File: src/rtl/hart_issue_sched_pkg.sv
// hart_issue_sched_pkg: shared hart-control widths, scheduler FSM encodings and helpers.
// Defines HART_ID_W/HART_STATE_W/HART_ID_B/HART_STATE_B and HSCHED_S_* unless the including build already has them.
`ifndef HART_CTRL_H
`define HART_CTRL_H
`define HART_ID_W       2
`define HART_STATE_W    4
`define HART_ID_B       1
`define HART_STATE_B    3
`define HSCHED_S_IDLE   2'd0
`define HSCHED_S_RR     2'd1
`define HSCHED_S_PRIM   2'd2
`endif

package hart_issue_sched_pkg;
    typedef enum logic [1:0] {
        S_IDLE = `HSCHED_S_IDLE,
`ifdef HART_PRIM_PRIO_EN
        S_PRIM = `HSCHED_S_PRIM,
`endif
        S_RR   = `HSCHED_S_RR
    } hsched_state_e;

    function automatic logic [`HART_ID_B:0] first_hid(input logic [`HART_STATE_B:0] m);
        first_hid = '0;
        for (int i = `HART_STATE_B; i >= 0; i--)
            if (m[i]) first_hid = i[`HART_ID_B:0];
    endfunction
endpackage

File: src/rtl/decoder_n.sv
// decoder_n: N-to-2^N one-hot decoder with enable; all-zero output when disabled.
module decoder_n #(
    parameter int N = 2
) (
    input  logic [N-1:0]      sel,
    input  logic              en,
    output logic [(1<<N)-1:0] dec
);
    assign dec = {{((1 << N) - 1){1'b0}}, en} << sel;
endmodule

File: src/rtl/hart_rr_pick.sv
// hart_rr_pick: rotating-priority search starting just after rr_ptr, wrapping back to rr_ptr itself.
module hart_rr_pick
    import hart_issue_sched_pkg::*;
(
    input  logic [`HART_STATE_B:0] mask,
    input  logic [`HART_ID_B:0]    rr_ptr,
    output logic                   found,
    output logic [`HART_ID_B:0]    pick_hid
);
    logic [`HART_ID_B:0] h;

    // Scan farthest-first so the nearest candidate is the last one to win.
    always_comb begin
        found    = 1'b0;
        pick_hid = rr_ptr;
        h        = '0;
        for (int i = `HART_STATE_W; i >= 1; i--) begin
            h = rr_ptr + i[`HART_ID_B:0];
            if (mask[h]) begin
                found    = 1'b1;
                pick_hid = h;
            end
        end
    end
endmodule

File: src/rtl/hart_issue_sched.sv
// hart_issue_sched: registered hart issue scheduler (redirect > stall > idle > primary slot > round-robin).
// Optional primary-hart interleave slot enabled by defining HART_PRIM_PRIO_EN.
module hart_issue_sched
    import hart_issue_sched_pkg::*;
(
    input  logic                   clk,
    input  logic                   rst,
    input  logic [`HART_STATE_B:0] acti_hstate,
    input  logic [`HART_STATE_B:0] prim_hstate,
    input  logic                   if_stall,
    input  logic                   redirect,
    input  logic [`HART_ID_B:0]    redirect_hid,
    output logic                   issue_valid,
    output logic [`HART_ID_B:0]    issue_hid,
    output logic [`HART_STATE_B:0] issue_hstate
);
    hsched_state_e       state, state_nx;
    logic [`HART_ID_B:0] rr_ptr, rr_nx, hid_nx, pick_hid;
    logic                valid_nx, found, redir_ok;

    hart_rr_pick u_pick (
        .mask     (acti_hstate),
        .rr_ptr   (rr_ptr),
        .found    (found),
        .pick_hid (pick_hid)
    );

    assign redir_ok = redirect & acti_hstate[redirect_hid];

`ifdef HART_PRIM_PRIO_EN
    logic [`HART_STATE_B:0] prim_act;
    logic                   prim_go;
    assign prim_act = prim_hstate & acti_hstate;
    // Skip the primary slot when the primary hart was just issued, so it never goes back-to-back.
    assign prim_go  = state == S_PRIM && prim_act != '0 && first_hid(prim_act) != issue_hid;
`else
    logic unused_prim;
    assign unused_prim = ^prim_hstate;
`endif

    always_comb begin
        state_nx = state;
        rr_nx    = rr_ptr;
        valid_nx = issue_valid;
        hid_nx   = issue_hid;
        if (redir_ok) begin
            state_nx = S_RR;
            rr_nx    = redirect_hid;
            valid_nx = 1'b1;
            hid_nx   = redirect_hid;
        end else if (!if_stall) begin
            if (!found) begin
                state_nx = S_IDLE;
                valid_nx = 1'b0;
`ifdef HART_PRIM_PRIO_EN
            end else if (prim_go) begin
                state_nx = S_RR;
                valid_nx = 1'b1;
                hid_nx   = first_hid(prim_act);
`endif
            end else begin
`ifdef HART_PRIM_PRIO_EN
                state_nx = S_PRIM;
`else
                state_nx = S_RR;
`endif
                rr_nx    = pick_hid;
                valid_nx = 1'b1;
                hid_nx   = pick_hid;
            end
        end
    end

    always_ff @(posedge clk) begin
        if (rst) begin
            state       <= S_IDLE;
            rr_ptr      <= '1;
            issue_valid <= 1'b0;
            issue_hid   <= '0;
        end else begin
            state       <= state_nx;
            rr_ptr      <= rr_nx;
            issue_valid <= valid_nx;
            issue_hid   <= hid_nx;
        end
    end

    decoder_n #(.N(`HART_ID_W)) u_dec (
        .sel (issue_hid),
        .en  (issue_valid),
        .dec (issue_hstate)
    );
endmodule

File: config.mk
export PLATFORM = sky130hd
export DESIGN_NAME = hart_issue_sched
export DESIGN_NICKNAME = d
export VERILOG_FILES = /design/src/rtl/hart_issue_sched_pkg.sv /design/src/rtl/decoder_n.sv /design/src/rtl/hart_rr_pick.sv /design/src/rtl/hart_issue_sched.sv
export SDC_FILE = /design/constraint.sdc
export NUM_CORES = 1
export LEC_CHECK = 0
export CAP_MARGIN = 0
export CORE_AREA = 5 5 42 44
export CTS_BUF_LIST = sky130_fd_sc_hd__clkbuf_8 sky130_fd_sc_hd__clkbuf_16
export DETAILED_ROUTE_END_ITERATION = 8
export DIE_AREA = 0 0 47 49
export PLACE_DENSITY = 0.67
export SYNTH_ARGS = -nofsm -noshare
export SYNTH_HDL_FRONTEND = slang
export SYNTH_SLANG_ARGS = --single-unit
export TNS_END_PERCENT = 20
File: constraint.sdc
create_clock -name clk -period 1.9 [get_ports clk]
set_input_delay 0.57 -clock clk [delete_from_list [all_inputs] [get_ports clk]]
set_output_delay 0.57 -clock clk [all_outputs]
set_load 0.05 [all_outputs]
# Word level (Yosys, flattened, before mapping)
# Index checks and enable logic that the tools add are counted.
dict set report word_totals {
  latchBits 0
  mem_bits_rw 0
  regBits 5
  output_inout_bits 7
  wordCells 39
  mem_count 0
  rom_bits 0
}
dict set report classes {
  mul 0
  mux 23
  add_sub_neg 3
  magnitude_cmp 5
  eq_ne 1
  div_mod_pow 0
  n_reduce_logical 2
  n_shift 1
  bitwise_logic 1
}
# op n
set ops {}
lappend ops {{less-than comparator 2 x 3 -> 1 bit, second input constant} 5}
lappend ops {{two-way mux 1 bit} 12}
lappend ops {{two-way mux 2 bit} 6}
lappend ops {{binary-select mux 1 bit (select 2 bit)} 5}
lappend ops {{adder 2 bit, second input constant} 2}
lappend ops {{left shift 1 x 2 -> 4 bit} 1}
lappend ops {{adder 2 x 1 -> 2 bit, second input constant} 1}
lappend ops {{inequality test 2 x 1 -> 1 bit, second input constant} 1}
lappend ops {{AND reduction 2 bit} 1}
lappend ops {{nonzero test 2 bit} 1}
lappend ops {{bitwise AND 1 bit} 1}

# Longest topological paths before layout
dict set report logic_depth {
  depth_word 9
  mapped_depth 5
  depth_no_buf 4
}

# By module
# From an unflattened synthesis, not the netlist that was laid out.
dict set report unflattened {
  cells_unflattened 45
  area_unflattened_um2 392.9
}
# mod area_each_um2 cells_per_inst instances
set by_module_without_submodules {}
lappend by_module_without_submodules {hart_issue_sched 272.8 27 1}
lappend by_module_without_submodules {hart_rr_pick 82.6 14 1}
lappend by_module_without_submodules {decoder_n 37.5 4 1}

# Worst setup path after synthesis
# OpenSTA, ideal clock, no wires.
dict set report synth_path {
  kind {register to output}
  startpoint {register issue_valid}
  endpoint {output issue_hstate[0]}
  path_stages_with_launch 2
  path_slack_ns -0.563
  required_ns 1.330
  arrival_time_ns 1.893
  cell_sequence {dfxtp_1 > nor3b_1}
}
dict set report synth_between {
  elab_chain_cells 1
}
# element line
set synth_lines {}
lappend synth_lines {{start: declaration} hart_issue_sched.sv:13} ;# output logic issue_valid,
lappend synth_lines {{start signal: assignment} hart_issue_sched.sv:83} ;# issue_valid <= valid_nx;
lappend synth_lines {{left shift 1 x 2 -> 4 bit} decoder_n.sv:9} ;# assign dec = {{((1 << N) - 1){1'b0}}, en} << sel;
lappend synth_lines {{end: declaration} hart_issue_sched.sv:15} ;# output logic [`HART_STATE_B:0] issue_hstate
# Every way passes these cells.

# Final worst setup path
dict set report layout_path {
  startpoint {input redirect_hid[1]}
  endpoint {register issue_hid[1]}
}
dict set report layout_between {
  elab_chain_cells 5
}
# element line
set layout_lines {}
lappend layout_lines {{start: declaration} hart_issue_sched.sv:12} ;# input logic [`HART_ID_B:0] redirect_hid,
lappend layout_lines {{binary-select mux 1 bit (select 2 bit)} hart_issue_sched.sv:28} ;# assign redir_ok = redirect & acti_hstate[redirect_hid];
lappend layout_lines {{two-way mux 1 bit (implied by the code)} hart_issue_sched.sv:28}
lappend layout_lines {{bitwise AND 1 bit} hart_issue_sched.sv:28}
lappend layout_lines {{inequality test 2 x 1 -> 1 bit (no source line) or nonzero test 2 bit (tied branches)} --}
lappend layout_lines {{AND reduction 2 bit (no source line)} --}
lappend layout_lines {{end signal: assignment} hart_issue_sched.sv:84} ;# issue_hid <= hid_nx;
lappend layout_lines {{end: declaration} hart_issue_sched.sv:14} ;# output logic [`HART_ID_B:0] issue_hid,
# Several ways; a longest one is shown, not always the timed one. The select of a mux whose other input is x is not followed.
# A chain may end at the register's enable or synchronous reset.

==> flow_summary_export.csv <==
group,metric,value,unit
place,place_inst,93,
pwr,clock_power_share,0.378,
detailed_routing,routed_via_density,5.27,
logic_synthesis,synth-compound-area-share,0.257,
logic_synthesis,ys_seq_area_frac,0.239,
setup_path,crit_type,"in2reg",
global_route,grt-ovfl-total,0,
clock_network,clock-sinks,5,
sta,finalCritPeriodShare,0.940,
sta,rsz0062_at_grt,"false",
sta,setup_viol,0,
clock_network,cts_buffer_depth,2,
place,pre_cts_slack,-0.317,ns
pwr,intPower,350,uW
cells_and_area,drive_gt1_frac,0.321,
cells_and_area,fin_nets,96,
sta,slew_violations,0,
logic_synthesis,synth_simple_gate_area_share,0.379,
cells_and_area,stdcell_count,97,
logic_synthesis,ys_ff_latch,5,
pwr,seq_power_share,0.268,
logic_synthesis,yosys-top-cells-count,"dfxtp_1 (5), a21oi_1 (4), nand2_1 (4), nor2_1 (4), o21ai_0 (4)",
logic_synthesis,syn_avg_cell_area,7.91,um^2
logic_synthesis,synth_cells,53,
global_route,grt_max_degree,10,
logic_synthesis,synth_fa_ha_area_frac,0,
sta,hold_viol,0,
floorplan,die_width,47,um
cells_and_area,area_delta_synth_final,83.0,%
worst_hold_path,hold_class,"reg2reg",
pwr,power_density,667,nW/um^2
sta,timing.final.crit_period,1.79,ns
detailed_routing,vias,511,
floorplan,fp.coreArea,1400,um^2
logic_synthesis,syn-num-nets,67,
clock_network,cts_root_buf,"clkbuf_8",
global_route,grt_pass1_wl,1950,um
clock_network,cts_made_buffers,3,
floorplan,fp-row-count,14,
logic_synthesis,async_flop_share,0,
clock_network,htree_levels,1,
floorplan,die_area,2300,um^2
pwr,combPwrFrac,0.354,
place,place.gp.congestion,0.812,
logic_synthesis,synth_xor_area_frac,0,
pwr,vdd_drop_max,0.000389,V
sta,clock.fmax,560,MHz
clock_network,postCtsSetupRepairBufs,0,
sta,setup_ws,0.113,ns
sta,clock_skew,0.00338,ns
pwr,p_sw_frac,0.316,
floorplan,io_pins,21,
logic_synthesis,netlist_top_cells_area,"dfxtp_1 (24%), mux2_2 (8.1%), nor3b_1 (5.4%)",
global_route,grt.total_usage,0.118,
status,status,"completed",
clock_network,clk_latency,0.22,ns
setup_path,worst_ep_required_time,2.06,ns
sta,tightest_slew,0.314,ns
global_route,antenna_found_initial,0,
place,dp_hpwl,964,um
logic_synthesis,yosys_warnings,0,
pwr,p_leak,0.331,nW
pwr,switchingPower,161,uW
logic_synthesis,synth_ff_type,"dfxtp_1",
setup_path,crit_arrival,1.95,ns
logic_synthesis,synth_top_family_by_area,"simple AND/OR/NAND/NOR gates",
setup_path,startpoint_type,"input pin",
sta,slew_headroom,0.789,
logic_synthesis,synthMuxAreaShare,0.104,
logic_synthesis,ys_types,27,
pwr,power,512,uW
detailed_routing,drc,0,
setup_path,cp_max_fo,3,
place,io_buffers,16,
logic_synthesis,synth_top_area_frac,0.239,
detailed_routing,routed_wl,1190,um
clock_network,cts_tree,"done",
logic_synthesis,synth_edf_count,0,
detailed_routing,drt_iter0_drc,14,
clock_network,clkTransAtPathRegs,0.04,ns
cells_and_area,utilization,0.547,
flow_run,maxCapViolCount,0,
setup_path,end_kind,"register",
floorplan,die_y,49,um
floorplan,start_util,0.299,
logic_synthesis,post-synth-top-count-cell,"dfxtp_1",
logic_synthesis,syn_area,419,um^2
cells_and_area,n_antenna_cell,0,
detailed_routing,antenna_left,0,
detailed_routing,dr.pass1.iters,5,
detailed_routing,detail_route.wl_per_cell,12.3,um
sta,fin_setup_tns,0,ns
logic_synthesis,yosys.area.top_type,"dfxtp_1",
global_route,grt_pass1_vias,489,
state kept, by name, summed over array words and instances, names as in the netlist:
name / flops
issue_hid: 2
rr_ptr: 2
issue_valid: 1
cell type report:
class,instances,area [um^2]
Inverter,1,3.75
Timing Repair Buffer,25,280
Tap cell,16,20.0
Sequential cell,5,100
Multi-Input combinational cell,46,318
Clock inverter,1,3.75
Clock buffer,3,41.3
Fill cell,145,634
kinds of logic (layout without fill, tap and decap cells):
logic type      after synthesis  in the layout
mux                           4              4
buf+inv                       2             30
flops                         5              5
simple gates                 25             25
compound gates               17             17
worst paths after layout:
path                       startpoint                   endpoint  slack, ns  cells after the start
max                   redirect_hid[1]  issue_hid[1]$_SDFFE_PP0P_       0.11                      5
min          issue_valid$_SDFFE_PP0P_   issue_valid$_SDFFE_PP0P_       0.60                      2
max reg2reg    rr_ptr[1]$_SDFFE_PP1P_  issue_hid[1]$_SDFFE_PP0P_       0.39                      4
min reg2reg  issue_valid$_SDFFE_PP0P_   issue_valid$_SDFFE_PP0P_       0.60                      2
layer usage:
layer	vias to the layer above	global-route usage	routed length [um]
li1	257	-	-
met1	242	0.136	525
met2	12	0.179	589
met3	0	0.0554	77
met4	0	0.0507	0
met5	-	0	0
timing repair:
action / in CTS / in global routing
hold buffers: 0 / 0
resized for setup: 4 / 0
endpoints found under the setup margin: 3 / 0
hold endpoints to repair: 0 / 0
critical path, stage by stage:
cell and delay [ns]:
clkdlybuf4s50_1 0.51, mux2_2 0.36, a22oi_1 0.29, o21ai_0 0.14, nor2_1 0.09
power by group through the flow:
stage	sequential, mW	combinational (mW)	clock, mW
after global routing	0.140	0.194	0.207
final	0.137	0.181	0.194
after detailed placement	0.138	0.184	0
after CTS	0.137	0.182	0.201
after floorplan	0.149	0.0778	0
after global placement	0.138	0.181	0
per-stage QoR:
stage / area (um^2) / hold slack [ns]
2_1_floorplan: 427 / 0.579
3_3_place_gp: 727 / 0.591
3_5_place_dp: 727 / 0.589
4_1_cts: 767 / 0.604
5_1_grt: 767 / 0.671
6_report: 767 / 0.600
cells in the final DEF, fill, tap and decap left out:
cell	count
a211o_1	1
nand3_1	1
o211ai_1	1
nor3b_1	2
buf_12	6
inv_1	2
nor2b_1	1
o31ai_1	2
o311a_1	1
mux2_2	3
mux2i_1	1
nor2_1	3
nand4bb_1	1
and3_1	3
or2b_1	1
o21ai_0	4
dlygate4sd2_1	4
a21oi_1	4
nand2b_1	1
and3b_1	1
nor4_2	1
buf_4	10
clkdlybuf4s50_1	5
nor2_2	1
o21ai_1	2
dfxtp_1	5
nor3b_2	1
a22oi_1	1
clkbuf_8	3
and2_1	3
o2bb2ai_1	1
nand2_1	4
or4_4	1
Note: power is estimated with default switching activity, not from simulation.
